File: src/rtl/mem_data_aligner_pkg.sv
// Shared core package: RV32I load/store width codes and M-stage bundle.
// Also consumed by the memory-enable decode.
package mem_data_aligner_pkg;

  localparam logic [2:0] F3_BYTE  = 3'b000;
  localparam logic [2:0] F3_HALF  = 3'b001;
  localparam logic [2:0] F3_WORD  = 3'b010;
  localparam logic [2:0] F3_BYTEU = 3'b100;
  localparam logic [2:0] F3_HALFU = 3'b101;

  typedef struct packed {
    logic       valid;
    logic       load;
    logic       store;
    logic [2:0] funct3;
    logic [1:0] addr;
  } m_reg_t;

  // Reserved width codes fall through to word.
  function automatic logic misaligned(
    input logic [2:0] f3,
    input logic [1:0] a
  );
    logic w_half;
    logic w_word;
    w_half = (f3[1:0] == 2'b01);
    w_word = f3[1];
    return (w_half & a[0]) | (w_word & (a != 2'b00));
  endfunction

endpackage

File: src/rtl/mem_data_aligner_load_extend.sv
// Combinational load lane select and sign/zero extension.
// Reserved width codes behave as LW.
module load_extend
  import mem_data_aligner_pkg::*;
(
  input  logic [2:0]  funct3,
  input  logic [1:0]  addr,
  input  logic [31:0] word,
  output logic [31:0] result
);

  logic [7:0]  w_byte;
  logic [15:0] w_half;

  always_comb begin
    w_byte = word[7:0];
    unique case (addr)
      2'b00: w_byte = word[7:0];
      2'b01: w_byte = word[15:8];
      2'b10: w_byte = word[23:16];
      2'b11: w_byte = word[31:24];
      default: w_byte = word[7:0];
    endcase
  end

  assign w_half = addr[1] ? word[31:16] : word[15:0];

  always_comb begin
    result = word;
    unique case (1'b1)
      (funct3 == F3_BYTE):  result = {{24{w_byte[7]}}, w_byte};
      (funct3 == F3_BYTEU): result = {24'b0, w_byte};
      (funct3 == F3_HALF):  result = {{16{w_half[15]}}, w_half};
      (funct3 == F3_HALFU): result = {16'b0, w_half};
      default:              result = word;
    endcase
  end

endmodule

File: src/rtl/mem_data_aligner.sv
// M-stage memory data aligner: store lane shift, load extract,
// alignment check and stall hold of the load result.
module mem_data_aligner
  import mem_data_aligner_pkg::*;
#(
  parameter int DWIDTH = 32
) (
  input  logic              clk,
  input  logic              rst_n,
  input  logic              stall,
  input  logic              flush,
  input  logic              ex_valid,
  input  logic              ex_is_load,
  input  logic              ex_is_store,
  input  logic [2:0]        ex_funct3,
  input  logic [DWIDTH-1:0] ex_addr,
  input  logic [DWIDTH-1:0] ex_rs2_data,
  input  logic [DWIDTH-1:0] dmem_dout,
  output logic [DWIDTH-1:0] dmem_din,
  output logic [DWIDTH-1:0] m_load_data,
  output logic              m_load_valid,
  output logic              m_misaligned
);

  m_reg_t            r_m;
  logic              r_mis;
  logic [DWIDTH-1:0] r_hold;
  logic              r_hold_act;
  logic [DWIDTH-1:0] w_ext;
  logic              w_unused;

  assign w_unused = ^ex_addr[DWIDTH-1:2];

  always_comb begin
    dmem_din = ex_rs2_data;
    unique case (1'b1)
      (ex_funct3[1:0] == 2'b00):
        dmem_din = {24'b0, ex_rs2_data[7:0]}
                   << {ex_addr[1:0], 3'b000};
      (ex_funct3[1:0] == 2'b01):
        dmem_din = {16'b0, ex_rs2_data[15:0]}
                   << {ex_addr[1], 4'b0000};
      default:
        dmem_din = ex_rs2_data;
    endcase
  end

  load_extend u_load_extend (
    .funct3 (r_m.funct3),
    .addr   (r_m.addr),
    .word   (dmem_dout),
    .result (w_ext)
  );

  assign m_misaligned =
    r_m.valid & (r_m.load | r_m.store) & r_mis;
  assign m_load_valid = r_m.valid & r_m.load & ~r_mis;

  always_comb begin
    m_load_data = '0;
    if (m_load_valid)
      m_load_data = r_hold_act ? r_hold : w_ext;
  end

  // Hold captures once per stall; released on the first unstalled edge.
  always_ff @(posedge clk or negedge rst_n) begin
    if (!rst_n) begin
      r_m        <= '0;
      r_mis      <= 1'b0;
      r_hold     <= '0;
      r_hold_act <= 1'b0;
    end else if (!stall) begin
      r_m.valid  <= ex_valid & ~flush;
      r_m.load   <= ex_is_load;
      r_m.store  <= ex_is_store;
      r_m.funct3 <= ex_funct3;
      r_m.addr   <= ex_addr[1:0];
      r_mis      <= misaligned(ex_funct3, ex_addr[1:0]);
      r_hold_act <= 1'b0;
    end else if (!r_hold_act && m_load_valid) begin
      r_hold     <= w_ext;
      r_hold_act <= 1'b1;
    end
  end

endmodule

File: config.mk
export PLATFORM = sky130hd
export DESIGN_NAME = mem_data_aligner
export DESIGN_NICKNAME = d
export VERILOG_FILES = /design/src/rtl/mem_data_aligner_pkg.sv /design/src/rtl/mem_data_aligner_load_extend.sv /design/src/rtl/mem_data_aligner.sv
export SDC_FILE = /design/constraint.sdc
export NUM_CORES = 1
export LEC_CHECK = 0
export CELL_PAD_IN_SITES_DETAIL_PLACEMENT = 1
export CELL_PAD_IN_SITES_GLOBAL_PLACEMENT = 2
export CORE_ASPECT_RATIO = 1.2
export CORE_MARGIN = 5
export CORE_UTILIZATION = 22
export CTS_CLUSTER_DIAMETER = 150
export DETAILED_ROUTE_END_ITERATION = 12
export PLACE_DENSITY = 0.9
export REMOVE_ABC_BUFFERS = 1
export SETUP_SLACK_MARGIN = 0.4
export SYNTH_ARGS = -nofsm -noshare
export SYNTH_HDL_FRONTEND = slang
export SYNTH_HIERARCHICAL = 1
export SYNTH_SLANG_ARGS = --single-unit
File: constraint.sdc
create_clock -name clk -period 2.1 [get_ports clk]
set_clock_uncertainty 0.05 [all_clocks]
set_input_delay 0.315 -clock clk [delete_from_list [all_inputs] [get_ports clk]]
set_output_delay 0.315 -clock clk [all_outputs]
set_load 0.02 [all_outputs]
# Word level (Yosys, flattened, before mapping)
# Index checks and enable logic that the tools add are counted.
[totals] reg_bits=42 out_inout_bits=66
[op_classes] eq_ne=8 shift=2 n_mux=8 n_bitwise=11 n_reduce_logical=7
[op_table] operator="case mux 32 bit (4 select lines)" n=1
[op_table] operator="2-to-1 mux 32 bit" n=2
[op_table] operator="case mux 32 bit (2 select lines)" n=1
[op_table] operator="case mux 8 bit (4 select lines)" n=1
[op_table] operator="<< shifter 16 x 5 -> 32 bit" n=1
[op_table] operator="<< shifter 8 x 5 -> 32 bit" n=1
[op_table] operator="2-to-1 mux 16 bit" n=1
[op_table] operator="bitwise AND 1 bit" n=7
[op_table] operator="== test 3 bit, second input constant" n=2
[op_table] operator="== test 2 x 1 -> 1 bit, second input constant" n=2
[op_table] operator="== test 2 bit, second input constant" n=2
[op_table] operator="logical NOT 2 bit" n=2
[op_table] operator="== test 3 x 1 -> 1 bit, second input constant" n=1
[op_table] operator="logical NOT 3 bit" n=1
[op_table] operator="2-to-1 mux 1 bit" n=2
[op_table] operator="inequality test 2 x 1 -> 1 bit, second input constant" n=1
[op_table] operator="NOT 1 bit" n=2
[op_table] operator="bitwise OR 1 bit" n=2
[op_table] operator="AND reduction 2 bit" n=1
[op_table] operator="nonzero test 2 bit" n=1
[op_table] operator="logical AND 1 bit" n=1
[op_table] operator="logical NOT 1 bit" n=1

# Longest topological paths before layout
[depth] depth_word=5 depth_mapped=8 ltp_nobuf=5

# Modules after synthesis
# The synthesis kept the hierarchy.
[by_module_without_submodules] module="mem_data_aligner" n_inst=1 cells_per_inst=235 area_per_inst_um2=2468.6 seq_area_each_um2=1051.0
[by_module_without_submodules] module="load_extend" n_inst=1 cells_per_inst=97 area_per_inst_um2=770.7 seq_area_each_um2=0.0

# Worst setup path after synthesis
# Ideal clock, no wire load.
[synth_timing] path_kind="reg-to-output" start="register r_m[1] (netlist name)" end="output m_load_data[16]" t_arrival_ns=1.735 path_slack_ns=0.000 path_stages_with_launch=9 cell_sequence="dfrtp_1 -> buf_6 -> mux2i_1 -> or4_1 -> buf_6 -> buf_12 -> nand3_2 -> mux2i_1 -> nor2_1"
[synth_between] elab_chain_len=5 elab_cells_between_ends=9 classes_between="3 x eq/ne; 5 x mux; 1 x reduce/logical"
[synth_lines] element="== test 2 bit (tied with other cells)" line_no="mem_data_aligner_load_extend.sv:17" text="unique case (addr)"
[synth_lines] element="case mux 8 bit (4 select lines)" line_no="mem_data_aligner_load_extend.sv:17"
[synth_lines] element="case mux 32 bit (4 select lines) *" line_no="mem_data_aligner_load_extend.sv:30" text="unique case (1'b1)"
[synth_lines] element="named net w_ext[16]" line_no="mem_data_aligner.sv:29" text="logic [DWIDTH-1:0] w_ext;"
[synth_lines] element="2-to-1 mux 32 bit *" line_no="mem_data_aligner.sv:62" text="m_load_data = r_hold_act ? r_hold : w_ext;"
[synth_lines] element="2-to-1 mux 32 bit *" line_no="mem_data_aligner.sv:61" text="if (m_load_valid)"
[synth_lines] element="end, declared" line_no="mem_data_aligner.sv:20" text="output logic [DWIDTH-1:0] m_load_data,"
# The timed path passes the listed nets; every way through them passes the cells marked *.

# Worst setup path after layout
[layout_timing] start="register r_m[1] (netlist name)" end="output m_load_data[14]"
[layout_between] elab_chain_len=5 elab_cells_between_ends=9 classes_between="3 x eq/ne; 5 x mux; 1 x reduce/logical"
[layout_lines] element="== test 2 bit (tied with other cells)" line_no="mem_data_aligner_load_extend.sv:17"
[layout_lines] element="case mux 8 bit (4 select lines)" line_no="mem_data_aligner_load_extend.sv:17"
[layout_lines] element="case mux 32 bit (4 select lines) *" line_no="mem_data_aligner_load_extend.sv:30"
[layout_lines] element="named net w_ext[14]" line_no="mem_data_aligner.sv:29"
[layout_lines] element="2-to-1 mux 32 bit *" line_no="mem_data_aligner.sv:62"
[layout_lines] element="2-to-1 mux 32 bit *" line_no="mem_data_aligner.sv:61"
# Marked as above.

==> reports/results.ini <==
[clock_network]
clock-sinks = 42
htreeDepth = 2
clk_latency_ns = 0.28
clkTransAtPathRegs_ns = 0.06
ctsLongestPathBuffers = 2
cts_made_buffers = 5
cts_root_buf = clkbuf_16
cts_tree = built

[floorplanning]
die-area_um2 = 17300
row_count = 48
chipWidth_um = 121
io_pins = 172
fp.dieH_um = 143
initial_utilization_pct = 22.5
core_region_area_um2 = 14400

[critical_path]
critical_path_required_ns = 1.74
path_class = reg -> out
crit_fanout = 8
crit_arrival_ns = 2.25
crit_path_end_kind = output port
r2r_start = r_m[1]
r2r.worst_path.cells = 7
startpoint_type = flip-flop
r2r_end = r_hold[14]
r2r_slack_ns = -0.15

[detailed_routing]
post_drt_via_cell_ratio = 5.10
first_pass_iters = 4
ant_nets = 0
drcViolationCount = 0
vias = 3709
dr.first_iter.drc_count = 154
wl_per_cell_um = 22.9
wirelength_um = 16700

[yosys]
synth-warning-count = 6
ys.flop_type = dfrtp_1
synthMuxAreaShare_pct = 27.3
synth_top_family_by_area = multiplexers
synth-simple-area-share_pct = 19.2
syn_area_per_cell_um2 = 9.76
yosysTopAreaCell = dfrtp_1
synth.area.top_cells = dfrtp_1 (32%), mux2_2 (16%), mux2i_1 (10%), a221o_1 (4.6%), a22o_1 (4.3%)
synthCells = 332
synth_edf_count = 0
syn_area_um2 = 3240
ys_ff_latch = 42
synth_xor_xnor_area_share_pct = 0
yosysTopAreaCellShare_pct = 32.4
synth_compound_gate_area_share_pct = 15.5
async_flop_share_pct = 100
synth_cell_types = 37
synthAdderAreaFrac_pct = 0
synth_seq_area_share_pct = 32.4

[worst_hold_path]
min_from = ex_addr[0]
worstHoldEndpoint = r_m[0]
hold_depth = 3
hold_class = in -> reg

[layout]
syn2layout_area_growth_pct = 92.0
drive_gt1_share_pct = 49.2
nFillCells = 1592
final_util_pct = 43.2
nNetsFinal = 657

[timing]
period_needed_ns = 2.62
relSlewSlack_pct = 69.4
fmax_mhz = 382
slew_violations = 0
worstMarginPinSlew_ns = 0.459
fin_ws_ns = -0.520
rsz0062_at_grt = true
hold_ws_ns = 0.328
setup_viol = 36
period_share_pct = 125
finalHoldViolations = 0

[global_route]
grt_pass1_vias = 4107
grt_overflow_total = 0
grt_start_max_net_pins = 27
track_usage_pct = 18.0
antenna_found_initial = 2
grt_pass1_wl_um = 24100

[placed_design]
hpwl_um = 10600
pre_cts_ws_ns = -0.971
portBuffers = 141
routabilityCongestion = 0.821

[power]
powerDensity_nw_per_um2 = 644
cellLeakagePower_nw = 2.84
ir_drop_v = 0.000306

[run_status]
violations = setup timing
status = finished, violations left

[job]
drv_cap = 0

## worst max path at each step
stage | slack (ns) | end | cells after the start | from
2_1_floorplan | -0.49 | r_hold[0] | 2 | r_hold_act
3_3_place_gp | -0.88 | m_load_data[25] | 8 | dmem_dout[31]
3_5_place_dp | -0.97 | m_load_data[29] | 8 | dmem_dout[31]
4_1_cts | -0.45 | m_load_data[11] | 7 | r_m[1]
5_1_grt | -0.56 | m_load_data[14] | 7 | r_m[1]
6_report | -0.52 | m_load_data[14] | 7 | r_m[1]
## area by class of cell
type | instances | area [µm²] | area share, %
sequential | 42 | 1050 | 17.0
clock inverter | 1 | 30.0 | 0.483
inverter | 4 | 18.8 | 0.302
clock buffer | 6 | 139 | 2.23
antenna | 1 | 2.50 | 0.0402
multi-input combinational | 259 | 2380 | 38.3
tap | 175 | 219 | 3.52
timing repair buffer | 239 | 2370 | 38.1
## synth_stat cells (2+ instances only)
cell type   n
a21oi_1     2
a221o_1    15
a22o_1     16
a22oi_1     8
and2_1      8
and4_1      7
buf_1       3
buf_2       6
buf_6       5
clkbuf_1   12
dfrtp_1    42
inv_1       3
mux2_2     47
mux2i_1    33
nand2_1    33
nand2b_1    4
nand3_1     6
nand3_2    10
nor2_1     37
nor2b_1     2
o21ai_0    17
## placed cells by master, fill, tap and decap left out, types with 2 or more instances in the layout
cell | synthesis | layout
and4_1 | 7 | 7
buf_8 | 0 | 6
mux2_4 | 0 | 34
dfrtp_2 | 0 | 3
mux2i_2 | 0 | 2
clkdlybuf4s50_1 | 0 | 66
buf_4 | 0 | 92
a22o_1 | 16 | 16
mux2_2 | 47 | 13
nor2_1 | 37 | 35
buf_2 | 6 | 11
a22oi_2 | 0 | 6
dlygate4sd2_1 | 0 | 6
dfrtp_1 | 42 | 39
nand3_2 | 10 | 3
a22oi_1 | 8 | 2
buf_12 | 1 | 8
inv_1 | 3 | 2
o21ai_0 | 17 | 3
clkbuf_16 | 0 | 5
nand2_1 | 33 | 33
buf_16 | 0 | 5
and2_4 | 0 | 8
o21ai_1 | 0 | 14
mux2i_1 | 33 | 30
nand2b_1 | 4 | 3
nand3_4 | 0 | 13
buf_6 | 5 | 42
a221o_1 | 15 | 15
## metal layers
layer	GRT usage (%)	vias to the layer above	routed length, µm
met2	34.4	135	9020
met4	8.29	2	734
met5	0	-	7
li1	-	1660	-
met3	3.09	53	694
met1	19.2	1859	6230
## flip-flops by register name, summed over array words and instances (netlist names)
signal / count
r_mis: 1
r_hold_act: 1
r_hold: 32
r_m: 8
## timing repair
item,in CTS,in global routing
pin swaps,33,30
endpoints found under the hold margin,17,0
hold buffers,1,0
resized for setup,444,68
setup buffers,22,17
endpoints found under the setup margin,98,96
cloned,8,0
## critical path: stages, from the launching register on
cell and delay (ns):
dfrtp_2 0.43, mux4_2 0.56, nor4b_4 0.16, buf_6 0.14, a221o_1 0.30, mux2i_1 0.18, nor2_1 0.06, buf_4 0.15
## cell families (layout without fill, tap and decap cells)
family | after synthesis | after routing
AND/OR/NAND/NOR | 113 | 113
multiplexers | 81 | 81
AO/OA/AOI/OAI | 65 | 65
flip-flops | 42 | 42
buffers and inverters | 31 | 250
other | 0 | 1
## metrics by stage
| stage | cell area [µm²] | instances | TNS (ns) | total power [mW] |
|---|---|---|---|---|
| 2_1_floorplan | 3080 | 305 | -24.24 | 1.93 |
| 3_3_place_gp | 5120 | 671 | -36.00 | 2.49 |
| 3_5_place_dp | 5120 | 671 | -39.39 | 2.57 |
| 4_1_cts | 5810 | 709 | -10.48 | 3.73 |
| 5_1_grt | 6220 | 727 | -14.50 | 4.17 |
| 6_report | 6220 | 727 | -12.38 | 4.00 |
## power breakdown
part           switching (mW)  internal, mW  total (mW)
Combinational           0.748          1.06        1.81
Sequential              0.200          1.09        1.29
Clock                   0.318         0.587       0.906
Total                    1.27          2.74        4.00
Note: power is estimated with default switching activity, not from simulation.
